File: config.mk
export PLATFORM = sky130hd
export DESIGN_NAME = dds_sweep_ctrl_flat
export DESIGN_NICKNAME = d
export VERILOG_FILES = /design/src/rtl/dds_sweep_ctrl_pkg.sv /design/src/rtl/dds_sweep_ctrl_if.sv /design/src/rtl/dds_sweep_ctrl_step.sv /design/src/rtl/dds_sweep_ctrl.sv /design/src/flat_wrapper.sv
export SDC_FILE = /design/constraint.sdc
export NUM_CORES = 1
export LEC_CHECK = 0
export ABC_AREA = 1
export BUFFER_PORTS_ARGS = -buffer_cell sky130_fd_sc_hd__buf_2
export CORE_MARGIN = 4
export CORE_UTILIZATION = 42
export CTS_CLUSTER_SIZE = 12
export DETAILED_ROUTE_END_ITERATION = 12
export GPL_TIMING_DRIVEN = 0
export PLACE_DENSITY = 0.67
export SLEW_MARGIN = 0
export SYNTH_ARGS = -nofsm -noshare
export SYNTH_HDL_FRONTEND = slang
export SYNTH_HIERARCHICAL = 1
export SYNTH_SLANG_ARGS = --single-unit
File: constraint.sdc
create_clock -name out_clk -period 4.7 [get_ports out_clk]
set_input_delay 0.94 -clock out_clk [delete_from_list [all_inputs] [get_ports out_clk]]
set_output_delay 0.94 -clock out_clk [all_outputs]
set_load 0.01 [all_outputs]
File: src/rtl/dds_sweep_ctrl_pkg.sv
// ---------------------------------------------------------------------------
// dds_ctrl_pkg
// Shared types and constants for the DDS frequency-sweep sequencer.
//   state_t      : sequencer states (IDLE / SYNC / DWELL / DONE)
//   MODE_*       : sweep mode encodings on mode_i (3 is reserved, acts as single)
//   SWEEP_CNT_W  : width of the optional leg counter (DDS_SWEEP_CNT_EN)
//   sat_inc()    : saturating increment used by the leg counter
// ---------------------------------------------------------------------------
package dds_ctrl_pkg;

  typedef enum logic [1:0] {
    IDLE  = 2'd0,
    SYNC  = 2'd1,
    DWELL = 2'd2,
    DONE  = 2'd3
  } state_t;

  localparam logic [1:0] MODE_SINGLE = 2'd0;
  localparam logic [1:0] MODE_REPEAT = 2'd1;
  localparam logic [1:0] MODE_TRI    = 2'd2;

  localparam int SWEEP_CNT_W = 16;

  // Counts up but sticks at all-ones instead of wrapping.
  function automatic logic [SWEEP_CNT_W-1:0] sat_inc(input logic [SWEEP_CNT_W-1:0] value);
    return (value == '1) ? value : value + SWEEP_CNT_W'(1);
  endfunction

endpackage

File: src/rtl/dds_sweep_ctrl_if.sv
// ---------------------------------------------------------------------------
// dds_sweep_ctrl_if
// Register/AXI-side control bundle of the sweep sequencer.
//   start_i, abort_i            : request strobes from the register layer
//   mode_i                      : sweep mode (see dds_ctrl_pkg MODE_*)
//   f_start_i, f_stop_i, f_step_i : sweep start / stop / step increments
//   dwell_i                     : each value is held dwell_i+1 cycles
//   busy_o, done_o              : status back to the register layer
// Modports: master = register layer, slave = sequencer.
// ---------------------------------------------------------------------------
interface dds_sweep_ctrl_if #(
  parameter int INC_BITS   = 32,
  parameter int DWELL_BITS = 16
);

  logic                  start_i;
  logic                  abort_i;
  logic [1:0]            mode_i;
  logic [INC_BITS-1:0]   f_start_i;
  logic [INC_BITS-1:0]   f_stop_i;
  logic [INC_BITS-1:0]   f_step_i;
  logic [DWELL_BITS-1:0] dwell_i;
  logic                  busy_o;
  logic                  done_o;

  modport master (
    output start_i, abort_i, mode_i, f_start_i, f_stop_i, f_step_i, dwell_i,
    input  busy_o, done_o
  );

  modport slave (
    input  start_i, abort_i, mode_i, f_start_i, f_stop_i, f_step_i, dwell_i,
    output busy_o, done_o
  );

endinterface

File: src/rtl/dds_sweep_ctrl_step.sv
// ---------------------------------------------------------------------------
// dds_sweep_step
// Combinational next-increment calculator for one sweep step.
//   cur_inc   : increment currently driven to the accumulator
//   step      : unsigned step magnitude
//   target    : end value of the current leg
//   ascend    : 1 = move upwards towards target, 0 = downwards
//   next_inc  : cur_inc moved one step towards target, clamped at target
//   at_target : cur_inc already equals target
// The arithmetic is one bit wider than the increment so a carry or borrow is
// seen as "past the target" rather than wrapping around.
// ---------------------------------------------------------------------------
module dds_sweep_step #(
  parameter int INC_BITS = 32
) (
  input  logic [INC_BITS-1:0] cur_inc,
  input  logic [INC_BITS-1:0] step,
  input  logic [INC_BITS-1:0] target,
  input  logic                ascend,
  output logic [INC_BITS-1:0] next_inc,
  output logic                at_target
);

  logic [INC_BITS:0] sum;
  logic [INC_BITS:0] diff;

  always_comb begin
    sum       = {1'b0, cur_inc} + {1'b0, step};
    diff      = {1'b0, cur_inc} - {1'b0, step};
    at_target = (cur_inc == target);
    // Clamping to target is the fallback; a zero step therefore jumps
    // straight to the end of the leg instead of stalling the sweep.
    next_inc  = target;
    if (step != '0) begin
      if (ascend) begin
        if (!sum[INC_BITS] && (sum[INC_BITS-1:0] <= target)) begin
          next_inc = sum[INC_BITS-1:0];
        end
      end else begin
        if (!diff[INC_BITS] && (diff[INC_BITS-1:0] >= target)) begin
          next_inc = diff[INC_BITS-1:0];
        end
      end
    end
  end

endmodule

File: src/rtl/dds_sweep_ctrl.sv
// ---------------------------------------------------------------------------
// dds_sweep_ctrl
// Frequency-sweep sequencer feeding the DDS phase accumulator. Steps the
// phase increment from f_start to f_stop in f_step increments, holding each
// value dwell+1 cycles, in single, repeating-sawtooth or triangle mode.
//   out_clk     : DDS clock, rising edge
//   rst         : asynchronous, active-low reset
//   ctl         : register-side bundle (dds_sweep_ctrl_if.slave)
//   inc_o       : registered increment to the accumulator
//   sync_o      : one-cycle phase-reset pulse, aligned with the new inc_o
//   dir_o       : 1 = current leg ascending, 0 = descending
//   sweep_cnt_o : saturating count of completed legs (only when the macro
//                 DDS_SWEEP_CNT_EN is defined)
// ---------------------------------------------------------------------------
module dds_sweep_ctrl
  import dds_ctrl_pkg::*;
#(
  parameter int INC_BITS   = 32,
  parameter int DWELL_BITS = 16
) (
  input  logic                   out_clk,
  input  logic                   rst,
  dds_sweep_ctrl_if.slave        ctl,
  output logic [INC_BITS-1:0]    inc_o,
  output logic                   sync_o,
  output logic                   dir_o
`ifdef DDS_SWEEP_CNT_EN
  ,
  output logic [SWEEP_CNT_W-1:0] sweep_cnt_o
`endif
);

  state_t                state;
  state_t                state_next;

  // Shadow copies of the sweep set-up, captured when start is accepted so
  // the register layer may change its inputs mid-sweep.
  logic [1:0]            mode_s;
  logic [INC_BITS-1:0]   start_s;
  logic [INC_BITS-1:0]   stop_s;
  logic [INC_BITS-1:0]   step_s;
  logic [DWELL_BITS-1:0] dwell_s;

  logic [INC_BITS-1:0]   inc_q;
  logic [INC_BITS-1:0]   inc_next;
  logic [DWELL_BITS-1:0] cnt_q;
  logic [DWELL_BITS-1:0] cnt_next;
  logic                  dir_q;
  logic                  dir_next;
  // back_q marks the return leg of a triangle, whose target is start_s.
  logic                  back_q;
  logic                  back_next;
  logic                  load;
  logic                  hold_end;

  logic [INC_BITS-1:0]   leg_target;
  logic [INC_BITS-1:0]   turn_target;
  logic [INC_BITS-1:0]   fwd_next;
  logic [INC_BITS-1:0]   turn_next;
  logic                  fwd_at_target;
  logic                  turn_at_target;

  assign leg_target  = back_q ? start_s : stop_s;
  assign turn_target = back_q ? stop_s  : start_s;
  assign hold_end    = (cnt_q == '0);

  // Step along the current leg.
  dds_sweep_step #(.INC_BITS(INC_BITS)) u_step_fwd (
    .cur_inc   (inc_q),
    .step      (step_s),
    .target    (leg_target),
    .ascend    (dir_q),
    .next_inc  (fwd_next),
    .at_target (fwd_at_target)
  );

  // First step of the following triangle leg, taken in the turn cycle.
  dds_sweep_step #(.INC_BITS(INC_BITS)) u_step_turn (
    .cur_inc   (inc_q),
    .step      (step_s),
    .target    (turn_target),
    .ascend    (~dir_q),
    .next_inc  (turn_next),
    .at_target (turn_at_target)
  );

  always_ff @(posedge out_clk or negedge rst) begin
    if (!rst) begin
      state <= IDLE;
    end else begin
      state <= state_next;
    end
  end

  always_comb begin
    state_next = state;
    inc_next   = inc_q;
    cnt_next   = cnt_q;
    dir_next   = dir_q;
    back_next  = back_q;
    load       = 1'b0;

    case (state)
      IDLE: begin
        if (ctl.start_i) begin
          load       = 1'b1;
          state_next = SYNC;
          inc_next   = ctl.f_start_i;
          cnt_next   = ctl.dwell_i;
          dir_next   = (ctl.f_stop_i >= ctl.f_start_i);
          back_next  = 1'b0;
        end
      end

      // The SYNC cycle is the first cycle of the start value's hold, so it
      // runs the same dwell countdown as DWELL.
      SYNC, DWELL: begin
        state_next = DWELL;
        if (!hold_end) begin
          cnt_next = cnt_q - DWELL_BITS'(1);
        end else begin
          cnt_next = dwell_s;
          if (!fwd_at_target) begin
            inc_next = fwd_next;
          end else begin
            case (mode_s)
              MODE_REPEAT: begin
                state_next = SYNC;
                inc_next   = start_s;
              end
              MODE_TRI: begin
                inc_next  = turn_next;
                back_next = ~back_q;
                // A flat triangle (start == stop) has no direction to reverse.
                if (!turn_at_target) begin
                  dir_next = ~dir_q;
                end
              end
              MODE_SINGLE: begin
                state_next = DONE;
              end
              default: begin
                state_next = DONE;
              end
            endcase
          end
        end
      end

      DONE: begin
        state_next = IDLE;
      end

      default: begin
        state_next = IDLE;
      end
    endcase

    // Abort beats every transition, including a simultaneous start.
    if (ctl.abort_i) begin
      state_next = IDLE;
      inc_next   = inc_q;
      cnt_next   = cnt_q;
      dir_next   = dir_q;
      back_next  = back_q;
      load       = 1'b0;
    end
  end

  always_ff @(posedge out_clk or negedge rst) begin
    if (!rst) begin
      inc_q  <= '0;
      cnt_q  <= '0;
      dir_q  <= 1'b0;
      back_q <= 1'b0;
    end else begin
      inc_q  <= inc_next;
      cnt_q  <= cnt_next;
      dir_q  <= dir_next;
      back_q <= back_next;
    end
  end

  always_ff @(posedge out_clk or negedge rst) begin
    if (!rst) begin
      mode_s  <= MODE_SINGLE;
      start_s <= '0;
      stop_s  <= '0;
      step_s  <= '0;
      dwell_s <= '0;
    end else if (load) begin
      mode_s  <= ctl.mode_i;
      start_s <= ctl.f_start_i;
      stop_s  <= ctl.f_stop_i;
      step_s  <= ctl.f_step_i;
      dwell_s <= ctl.dwell_i;
    end
  end

  assign inc_o      = inc_q;
  assign dir_o      = dir_q;
  assign sync_o     = (state == SYNC);
  assign ctl.done_o = (state == DONE);
  assign ctl.busy_o = (state == SYNC) || (state == DWELL);

`ifdef DDS_SWEEP_CNT_EN
  logic [SWEEP_CNT_W-1:0] sweep_cnt_q;
  logic                   leg_end;

  // End of any leg: single completion, repeat wrap or triangle turn.
  assign leg_end = ((state == SYNC) || (state == DWELL)) && hold_end &&
                   fwd_at_target && !ctl.abort_i;

  always_ff @(posedge out_clk or negedge rst) begin
    if (!rst) begin
      sweep_cnt_q <= '0;
    end else if (load) begin
      sweep_cnt_q <= '0;
    end else if (leg_end) begin
      sweep_cnt_q <= sat_inc(sweep_cnt_q);
    end
  end

  assign sweep_cnt_o = sweep_cnt_q;
`endif

endmodule

File: src/flat_wrapper.sv
// flat-port wrapper written by rule: the top's interface ports become plain ports
module dds_sweep_ctrl_flat import dds_ctrl_pkg::*;
#(
  parameter int INC_BITS   = 32,
  parameter int DWELL_BITS = 16
)
  (out_clk, rst, inc_o, sync_o, dir_o, ctl_start_i, ctl_abort_i, ctl_mode_i, ctl_f_start_i, ctl_f_stop_i, ctl_f_step_i, ctl_dwell_i, ctl_busy_o, ctl_done_o);
  dds_sweep_ctrl_if #(.INC_BITS(INC_BITS), .DWELL_BITS(DWELL_BITS)) ctl_i ();
  input  logic out_clk;
  input  logic rst;
  output logic [INC_BITS-1:0] inc_o;
  output logic sync_o;
  output logic dir_o;
  input wire logic [$bits(ctl_i.start_i)-1:0] ctl_start_i;
  input wire logic [$bits(ctl_i.abort_i)-1:0] ctl_abort_i;
  input wire logic [$bits(ctl_i.mode_i)-1:0] ctl_mode_i;
  input wire logic [$bits(ctl_i.f_start_i)-1:0] ctl_f_start_i;
  input wire logic [$bits(ctl_i.f_stop_i)-1:0] ctl_f_stop_i;
  input wire logic [$bits(ctl_i.f_step_i)-1:0] ctl_f_step_i;
  input wire logic [$bits(ctl_i.dwell_i)-1:0] ctl_dwell_i;
  output wire logic [$bits(ctl_i.busy_o)-1:0] ctl_busy_o;
  output wire logic [$bits(ctl_i.done_o)-1:0] ctl_done_o;
  assign ctl_i.start_i = ctl_start_i;
  assign ctl_i.abort_i = ctl_abort_i;
  assign ctl_i.mode_i = ctl_mode_i;
  assign ctl_i.f_start_i = ctl_f_start_i;
  assign ctl_i.f_stop_i = ctl_f_stop_i;
  assign ctl_i.f_step_i = ctl_f_step_i;
  assign ctl_i.dwell_i = ctl_dwell_i;
  assign ctl_busy_o = ctl_i.busy_o;
  assign ctl_done_o = ctl_i.done_o;
  dds_sweep_ctrl #(.INC_BITS(INC_BITS), .DWELL_BITS(DWELL_BITS)) u_core (.out_clk(out_clk), .rst(rst), .ctl(ctl_i), .inc_o(inc_o), .sync_o(sync_o), .dir_o(dir_o));
endmodule
# --- After elaboration in Yosys (flattened, before gate mapping) ---
# Cells that the tools add are included.
# W data, S select, Z words.
totals:
  register_bits: 166
  inputBits: 118
op_classes:
  n_addsub: 3
  order_cmp: 5
  n_eq_ne: 14
  mux: 38
  bitwise: 3
  n_reduce_logical: 16
ops:
  columns: ["cell", "count"]
  rows:
  - ["$mux W32", 13]
  - ["$pmux W32 S2", 2]
  - ["$ge A32 B32 Y1", 3]
  - ["$eq A32 B32 Y1", 2]
  - ["$le A32 B32 Y1", 2]
  - ["$add A32 B32 Y33", 1]
  - ["$sub A32 B32 Y33", 1]
  - ["$mux W16", 2]
  - ["$pmux W16 S2", 1]
  - ["$reduce_bool A32 Y1", 1]
  - ["$logic_not A16 Y1", 1]
  - ["$sub A16 B1 Y16 const B", 1]
  - ["$mux W1", 12]
  - ["$mux W2", 4]
  - ["$reduce_and A7 Y1", 1]
  - ["$eq A2 B2 Y1 const B", 3]
  - ["$ne A2 B1 Y1 const B", 3]
  - ["$pmux W2 S3", 1]
  - ["$reduce_and A6 Y1", 1]
  - ["$reduce_and A5 Y1", 1]
  - ["$eq A2 B1 Y1 const B", 2]
  - ["$logic_and A1 B1 Y1", 4]
  - ["$ne A2 B2 Y1 const B", 2]
  - ["$ne A4 B4 Y1 const B", 1]
  - ["10 further kinds", 14]

# --- Longest topological paths before layout ---
# Gate-level depths: netlist (run 1).
logic_depth:
  word_depth: 10
  depth_mapped: 36

# --- Modules after synthesis ---
# Netlist (run 1), hierarchy kept.
modules_own_cells:
  columns: ["mod", "n_inst", "cells_each", "area_per_inst_um2", "seq_area_each_um2"]
  rows:
  - ["dds_sweep_ctrl", 1, 1180, 9560.4, 4154.0]
  - ["dds_sweep_step (u_core.u_step_turn)", 1, 1828, 9061.2, 0.0]
  - ["dds_sweep_step (u_core.u_step_fwd)", 1, 1823, 9013.6, 0.0]

# --- Worst setup path after synthesis (run 1) ---
# No wires, ideal clock.
synth_timing:
  kind: "flip-flop to flip-flop"
  startpoint: "reg u_core.inc_q[0], in the netlist u_core/inc_o[0]"
  endpoint: "reg u_core.inc_q[24], in the netlist u_core/inc_o[24]"
  setup_time_ps: 123
  arrival_time_ps: 3974
  t_required_ps: 4577
  path_slack_ps: 603
  path_stages_with_launch: 33
  n_path_buf: 1
  synth_period_minus_slack_ps: 4097
  path_cell_list: "dfrtp_1 -> inv_1 -> ha_1 -> fa_1 -> inv_1 -> nand3_1 -> nand2_1 -> nand2_1 -> nand2_1 -> nand2_1 -> nand2_1 -> xor2_1 -> inv_1 -> ha_1 -> nand2_1 -> nor2_1 -> and2_1 -> nand2_1 -> nand2_1 -> nor2_1 -> nand2_1 -> nand2_1 -> nand2_1 -> clkbuf_1 -> nand3_1 -> nand3_1 -> nand2_1 -> nor2_1 -> nor2_1 -> a21oi_1 -> nand3_1 -> o21ai_0 -> o21ai_2"
synth_between:
  word_cells_on_any_way: 27
  cone_classes: "add/sub (2); order compare (4); eq/ne (2); mux (12); reduce/logical (7)"
synth_rtl:
  columns: ["element", "line", "text"]
  rows:
  - ["start: declaration", "dds_sweep_ctrl.sv:44", "logic [INC_BITS-1:0] inc_q;"]
  - ["start signal: assignment", "dds_sweep_ctrl.sv:177", "inc_q <= inc_next;"]
  - ["$sub A32 B32 Y33 or $add A32 B32 Y33 (tied branches)", "dds_sweep_ctrl_step.sv:29, dds_sweep_ctrl_step.sv:28", null]
  - ["$ge A32 B32 Y1 (tied with other cells)", "dds_sweep_ctrl_step.sv:40", "if (!diff[INC_BITS] && (diff[INC_BITS-1:0] >= target)) begin"]
  - ["$logic_and A1 B1 Y1, on equally long branches", "dds_sweep_ctrl_step.sv:40, dds_sweep_ctrl_step.sv:36", null]
  - ["$mux W32, on equally long branches", "dds_sweep_ctrl_step.sv:40, dds_sweep_ctrl_step.sv:36", null]
  - ["$mux W32 *", "dds_sweep_ctrl_step.sv:35", "if (ascend) begin"]
  - ["$mux W32 *", "dds_sweep_ctrl_step.sv:34", "if (step != '0) begin"]
  - ["net u_core.fwd_next[24]", "dds_sweep_ctrl.sv:58", "logic [INC_BITS-1:0] fwd_next;"]
  - ["$mux W32 *", "dds_sweep_ctrl.sv:123", "if (!fwd_at_target) begin"]
  - ["$mux W32 *", "dds_sweep_ctrl.sv:119", "if (!hold_end) begin"]
  - ["$pmux W32 S2 *", "dds_sweep_ctrl.sv:103", "case (state)"]
# Mark *: on every way through the listed nets, which the timed path passes. The rest lies on a longest branch. The select of a mux whose other input is x is not followed.
# A chain may end at the register's enable or synchronous reset.

# --- Worst setup path after layout (run 1) ---
layout_timing:
  startpoint: "reg u_core.step_s[4]"
  endpoint: "reg u_core.inc_q[9], in the netlist u_core/inc_o[9]"
layout_between:
  elab_chain_cells: 10
  word_cells_on_any_way: 25
  cone_classes: "add/sub (2); order compare (4); mux (12); reduce/logical (7)"
layout_lines:
  columns: ["element", "line", "text"]
  rows:
  - ["start: declaration", "dds_sweep_ctrl.sv:41", "logic [INC_BITS-1:0] step_s;"]
  - ["start signal: assignment", "dds_sweep_ctrl.sv:195", "step_s <= ctl.f_step_i;"]
  - ["$add A32 B32 Y33 or $sub A32 B32 Y33 (tied branches)", "dds_sweep_ctrl_step.sv:28, dds_sweep_ctrl_step.sv:29", null]
  - ["$le A32 B32 Y1 (tied with other cells)", "dds_sweep_ctrl_step.sv:36", "if (!sum[INC_BITS] && (sum[INC_BITS-1:0] <= target)) begin"]
  - ["$logic_and A1 B1 Y1, on equally long branches", "dds_sweep_ctrl_step.sv:36, dds_sweep_ctrl_step.sv:40", null]
  - ["$mux W32, on equally long branches", "dds_sweep_ctrl_step.sv:36, dds_sweep_ctrl_step.sv:40", null]
  - ["$mux W32", "dds_sweep_ctrl_step.sv:35", null]
  - ["$mux W32 *", "dds_sweep_ctrl_step.sv:34", null]
  - ["net u_core.turn_next[9]", "dds_sweep_ctrl.sv:59", "logic [INC_BITS-1:0] turn_next;"]
  - ["$pmux W32 S2 *", "dds_sweep_ctrl.sv:126", "case (mode_s)"]
  - ["$mux W32 *", "dds_sweep_ctrl.sv:123", null]
  - ["$mux W32 *", "dds_sweep_ctrl.sv:119", null]
  - ["$pmux W32 S2 *", "dds_sweep_ctrl.sv:103", null]
# Marked as above.

==> results_dict.tcl, run 1 <==
set metrics [dict create \
    crit_path_start_kind "register" \
    synthCells 4831 \
    synth_nets 5247 \
    antenna_cells 0 \
    io_buffers 153 \
    critPathRequiredTime_ps 5120 \
    drt-initial-drc-count 3724 \
    yosysTopAreaCellShare 0.208 \
    via_per_inst 5.44 \
    htree_levels 4 \
    cp_max_fo 10 \
    grt_pass1_wl_um 183000 \
    wire_per_inst_um 21.3 \
    crit_family "simple AND/OR/NAND/NOR gates" \
    finClkSkew_ps 18.8 \
    worst_slew_pin_slew_ps 1360 \
    place_congestion 1.05 \
    hold_class "in2async" \
    nets 5528 \
    start_util 0.426 \
    synth_warnings 6 \
    fin_ws_ps 102 \
    vias 32558 \
    fp.dieH_um 265 \
    critPathBufInv 7 \
    post-route-period-util 0.978 \
    crit_top_cell "nand2_1" \
    clk_pin_slew_worst_paths_ps 80 \
    critPathCaptureType "register" \
    clkSinkCount 166 \
    clk_latency_ps 500 \
    crit_type "reg2reg" \
    relSlewSlack 0.0869 \
    drt_wl_total_um 128000 \
    setup_viol 0 \
    area_delta_synth_final_pct 19.5 \
    die_x_um 265 \
    grt_max_degree 109 \
    outcome "finished, final reports clean" \
    timing_hold_violations_final 0 \
    syn-cell-area_sq_um 27600 \
    core-area_sq_um 64800 \
    first_global_vias 29478 \
    fmax_mhz 217 \
    ctsLongestPathBuffers 2 \
    track_usage 0.345 \
    pin_count 154 \
    finalMaxSlewViolations 0 \
    ys_types 50 \
    cts_made_buffers 17 \
    cts_tree "built" \
    fin_cells 5980 \
    dpl.cell_count 5840 \
    slowest_delay_ps 560 \
    ys_ff_latch 166 \
    detail_route.drc_violations 0 \
    synth_top_area_cell "nand2_1" \
    yosysSeqAreaShare 0.150 \
    grt.overflow.total 0 \
    postSynthAreaPerCell_sq_um 5.72 \
    cp.arrival_ps 5010 \
    slowest_stage "dfrtp_2" \
    antenna_found_initial 1 \
    cts-root-buf "clkbuf_16" \
    drtPass1Iterations 7 \
    whs_ps 399 \
    synth_area_leaders "nand2_1, dfrtp_1, ha_1, inv_1, nor2_1" \
    min_period_ps 4600 \
    rows 93 \
    postRouteAntennaNets 0 \
    drive_gt1_frac 0.208 \
    hpwl_um 102000 \
    rsz0062_at_grt "yes" \
    pre_cts_ws_ps -979 \
    max-cap-violations 0 \
    dieArea_sq_um 70000 \
]
-- synthesized netlist by cell type (all sizes together) --
| library cell | count |
|---|---|
| fa | 4 |
| o21a | 10 |
| a221oi | 12 |
| a21o | 8 |
| xnor2 | 3 |
| a21boi | 1 |
| and2 | 5 |
| buf | 124 |
| inv | 842 |
| a21oi | 288 |
| or2 | 9 |
| nand3b | 24 |
| o211ai | 4 |
| clkinv | 6 |
| nand4 | 55 |
| xor2 | 103 |
| a31oi | 3 |
| nor2 | 569 |
| ha | 294 |
| o21bai | 12 |
| a22oi | 6 |
| nand3 | 335 |
| dfrtp | 166 |
| a211oi | 1 |
| clkbuf | 57 |
| nor3b | 1 |
| and3 | 5 |
| nor4 | 26 |
| nand2 | 1562 |
| o22ai | 13 |
| nor3 | 26 |
| o21ai | 212 |
| mux2 | 45 |
-- sequential cells by signal, summed over array words and instances (netlist names) --
| signal | count |
|---|---|
| u_core/stop_s | 32 |
| u_core/cnt_q | 16 |
| u_core/dwell_s | 16 |
| u_core/state | 2 |
| u_core/back_q | 1 |
| u_core/mode_s | 2 |
| u_core/dir_o | 1 |
| u_core/start_s | 32 |
| u_core/step_s | 32 |
| u_core/inc_o | 32 |
-- cells by family after synthesis --
group,synth area share
buf+inv,0.150
xor+xnor,0.0336
mux,0.0183
flops,0.150
compound gates,0.118
simple gates,0.393
fa+ha+maj,0.136
-- through the flow --
| step | utilization | area, sq um | setup TNS (ps) |
|---|---|---|---|
| finish | 0.510 | 33000 | 0 |
| floorplan | - | 27600 | 0 |
| detailed placement | 0.455 | 29500 | -26080 |
| global route | 0.510 | 33000 | -1410 |
| CTS | 0.480 | 31100 | -4.79 |
| global placement | 0.455 | 29500 | -56740 |
-- layer usage --
layer	track usage	up-vias	part of all wire
met5	0	-	0
met1	0.447	14986	0.40
met2	0.541	1648	0.43
li1	-	15601	-
met3	0.0631	323	0.10
met4	0.197	0	0.068
-- worst paths after layout --
path                                         from            endpoint  slack, ps  depth (start not counted)
max in group asynchronous                     rst     u_core/inc_o[5]       3290                          2
min in group out_clk            u_core/dwell_s[6]   u_core/dwell_s[6]        510                          2
worst max-delay path             u_core/step_s[4]     u_core/inc_o[9]        100                         29
worst min-delay path                          rst  u_core/start_s[30]        400                          1
worst max register to register   u_core/step_s[4]     u_core/inc_o[9]        100                         29
worst min register to register  u_core/dwell_s[6]   u_core/dwell_s[6]        510                          2
-- what timing repair did --
action	4_1_cts	5_1_grt
setup buffers	53	55
setup endpoints to repair	32	32
hold buffers	0	0
gates resized for setup	212	479
pin swaps	3	107
-- cell type report --
type | instances | area, sq um
Buffer | 181 | 1250
Tap cell | 855 | 1070
Timing Repair Buffer | 262 | 1660
Inverter | 848 | 3200
Multi-Input combinational cell | 3636 | 20900
Clock buffer | 17 | 425
Sequential cell | 166 | 4310
Fill cell | 6902 | 31800
Clock inverter | 15 | 209
-- cells in the final DEF (no fill, tap or decap), drive strengths merged, types with 9 or more instances in the layout --
cell type	count
nor2	569
clkinv	14
nand3b	24
xor2	103
or2	9
a221oi	12
nand4	55
o21ai	212
dfrtp	166
o21bai	12
nand3	335
a21oi	288
inv	845
clkbuf	83
buf	377
nand2	1562
mux2	45
o22ai	13
nor3	26
ha	294
o21a	10
nor4	26
Power of run 1 is left out: the tool's default activity adds up to more than one toggle a clock period on the data nets, which glitch-free logic cannot reach.
==> run 2, diff against run 1 <==
Settings changed: CORE_MARGIN 4 to default.
==> run 2 against run 1 <==
Count of clock-buffer cells in the layout stayed put; via count is 0.37% higher; die area is 4.5% lower; cell area is 2.4% higher; flip-flop and latch count stayed put; setup slack worse by 91 ps; cell count is 0.43% higher; sequential share of layout area is 0.33 points lower; clock skew is 5.8 ps higher; fmax is 1.9% lower.
==> results_dict.tcl, run 2 (synthesized netlist as in run 1, its figures left out) <==
set metrics [dict create \
    finClkSkew_ps 24.6 \
    setup_viol 0 \
    hold_class "in2async" \
    ctsLongestPathBuffers 2 \
    tns_ps 0 \
    clk_latency_ps 490 \
    clk_pin_slew_worst_paths_ps 80 \
    timing_hold_violations_final 0 \
    grt_max_degree 100 \
    cts_tree "built" \
    dpl.cell_count 5840 \
    area_delta_synth_final_pct 22.4 \
    critPathCaptureType "register" \
    cts_made_buffers 17 \
    grt_pass1_wl_um 186000 \
    vias 32678 \
    rsz0062_at_grt "yes" \
    drive_gt1_frac 0.225 \
    met3_length_um 12500 \
    grt.overflow.total 0 \
    detail_route.drc_violations 0 \
    met1_length_um 52200 \
    top_layer "met4" \
    fin_cells 6006 \
    first_global_vias 29515 \
    finalMaxSlewViolations 0 \
    min_period_ps 4690 \
    layout_commonest_cell "nand2_1" \
    worstPathCellList "clkbuf_1 > clkbuf_1 > o21ai_0 > xor2_1 > nor4_1 > nand4_1 > nor3_2 > inv_2 > nor3_2 > buf_2 > nand2_1 > nand3_1 > o21ai_0 > o21ai_2" \
    outcome "finished, final reports clean" \
    relSlewSlack 0.0391 \
    cp_max_fo 10 \
    antenna_found_initial 3 \
    drtPass1Iterations 7 \
    post-route-period-util 0.998 \
    drt_wl_total_um 130000 \
    pre_cts_ws_ps -1090 \
    nets 5552 \
    mostFrequentLayoutCells "nand2_1, inv_1, nor2_1, nand3_1, ha_1" \
    crit_type "reg2reg" \
    met2WireLength_um 56400 \
    fmax_mhz 213 \
    place_congestion 1.05 \
    track_usage 0.375 \
    rows 93 \
    crit_path_start_kind "register" \
    htree_levels 4 \
    clkSinkCount 166 \
    postRouteAntennaNets 0 \
    max-cap-violations 0 \
    io_buffers 153 \
    worst_slew_pin_slew_ps 1430 \
    fin_ws_ps 10.5 \
    via_per_inst 5.44 \
    hold_buffers 0 \
    core-area_sq_um 64700 \
    start_util 0.427 \
    slowest_delay_ps 920 \
    wire_per_inst_um 21.6 \
    pin_count 154 \
    die_x_um 259 \
    drt-initial-drc-count 3736 \
    cts-root-buf "clkbuf_16" \
    fp.dieH_um 259 \
    hpwl_um 103000 \
    critPathRequiredTime_ps 5120 \
    slowest_stage "o21ai_0" \
    dieArea_sq_um 66800 \
    cp.arrival_ps 5110 \
]
[run 2: metrics by stage]
| step | area, sq um | util | hold WS [ps] |
|---|---|---|---|
| floorplan | 27600 | - | 454 |
| global placement | 29500 | 0.456 | 471 |
| detailed placement | 29500 | 0.456 | 486 |
| CTS | 31100 | 0.480 | 436 |
| global route | 33800 | 0.523 | 448 |
| finish | 33800 | 0.523 | 405 |
[run 2: worst max-delay path, delay by kind of cell, from the launching register on]
| kind | cells | cell delay, ps |
|---|---|---|
| AND/OR/NAND/NOR | 6 | 1740 |
| AO/OA/AOI/OAI | 3 | 1190 |
| buffers and inverters | 4 | 1100 |
| flip-flops | 1 | 390 |
| XOR/XNOR | 1 | 200 |
[run 2: path summary, 6_finish.rpt]
kind / startpoint / endpoint / slack [ps] / cells past startpoint
min in group out_clk: u_core/dwell_s[11] / u_core/dwell_s[11] / 510 / 1
worst max register to register: u_core/back_q / u_core/inc_o[0] / 10 / 14
worst min register to register: u_core/dwell_s[11] / u_core/dwell_s[11] / 510 / 1
max in group asynchronous: rst / u_core/step_s[1] / 3310 / 2
worst max-delay path: u_core/back_q / u_core/inc_o[0] / 10 / 14
worst min-delay path: rst / u_core/start_s[30] / 410 / 1
[run 2: layout make-up]
cell class                 count  area [sq um]
fill                        6924         30900
buffer                       181          1280
multi-input combinational   3636         21400
clock inverter                15           211
sequential                   166          4310
tap                          855          1070
timing repair buffer         286          1970
inverter                     848          3210
antenna                        2          5.00
clock buffer                  17           425
[run 2: repair_timing]
action,in CTS,in global routing
setup endpoints to repair,32,32
buffers inserted,46,83
hold endpoints to repair,0,0
gates resized for setup,222,573
pin swaps,6,140
gates cloned,0,3
[run 2: routing by layer]
| layer | track usage | vias up |
|---|---|---|
| met5 | 0 | - |
| met4 | 0.216 | 0 |
| met3 | 0.0709 | 337 |
| met2 | 0.588 | 1666 |
| met1 | 0.480 | 15002 |
| li1 | - | 15673 |
Power of run 2 is left out for the same reason.
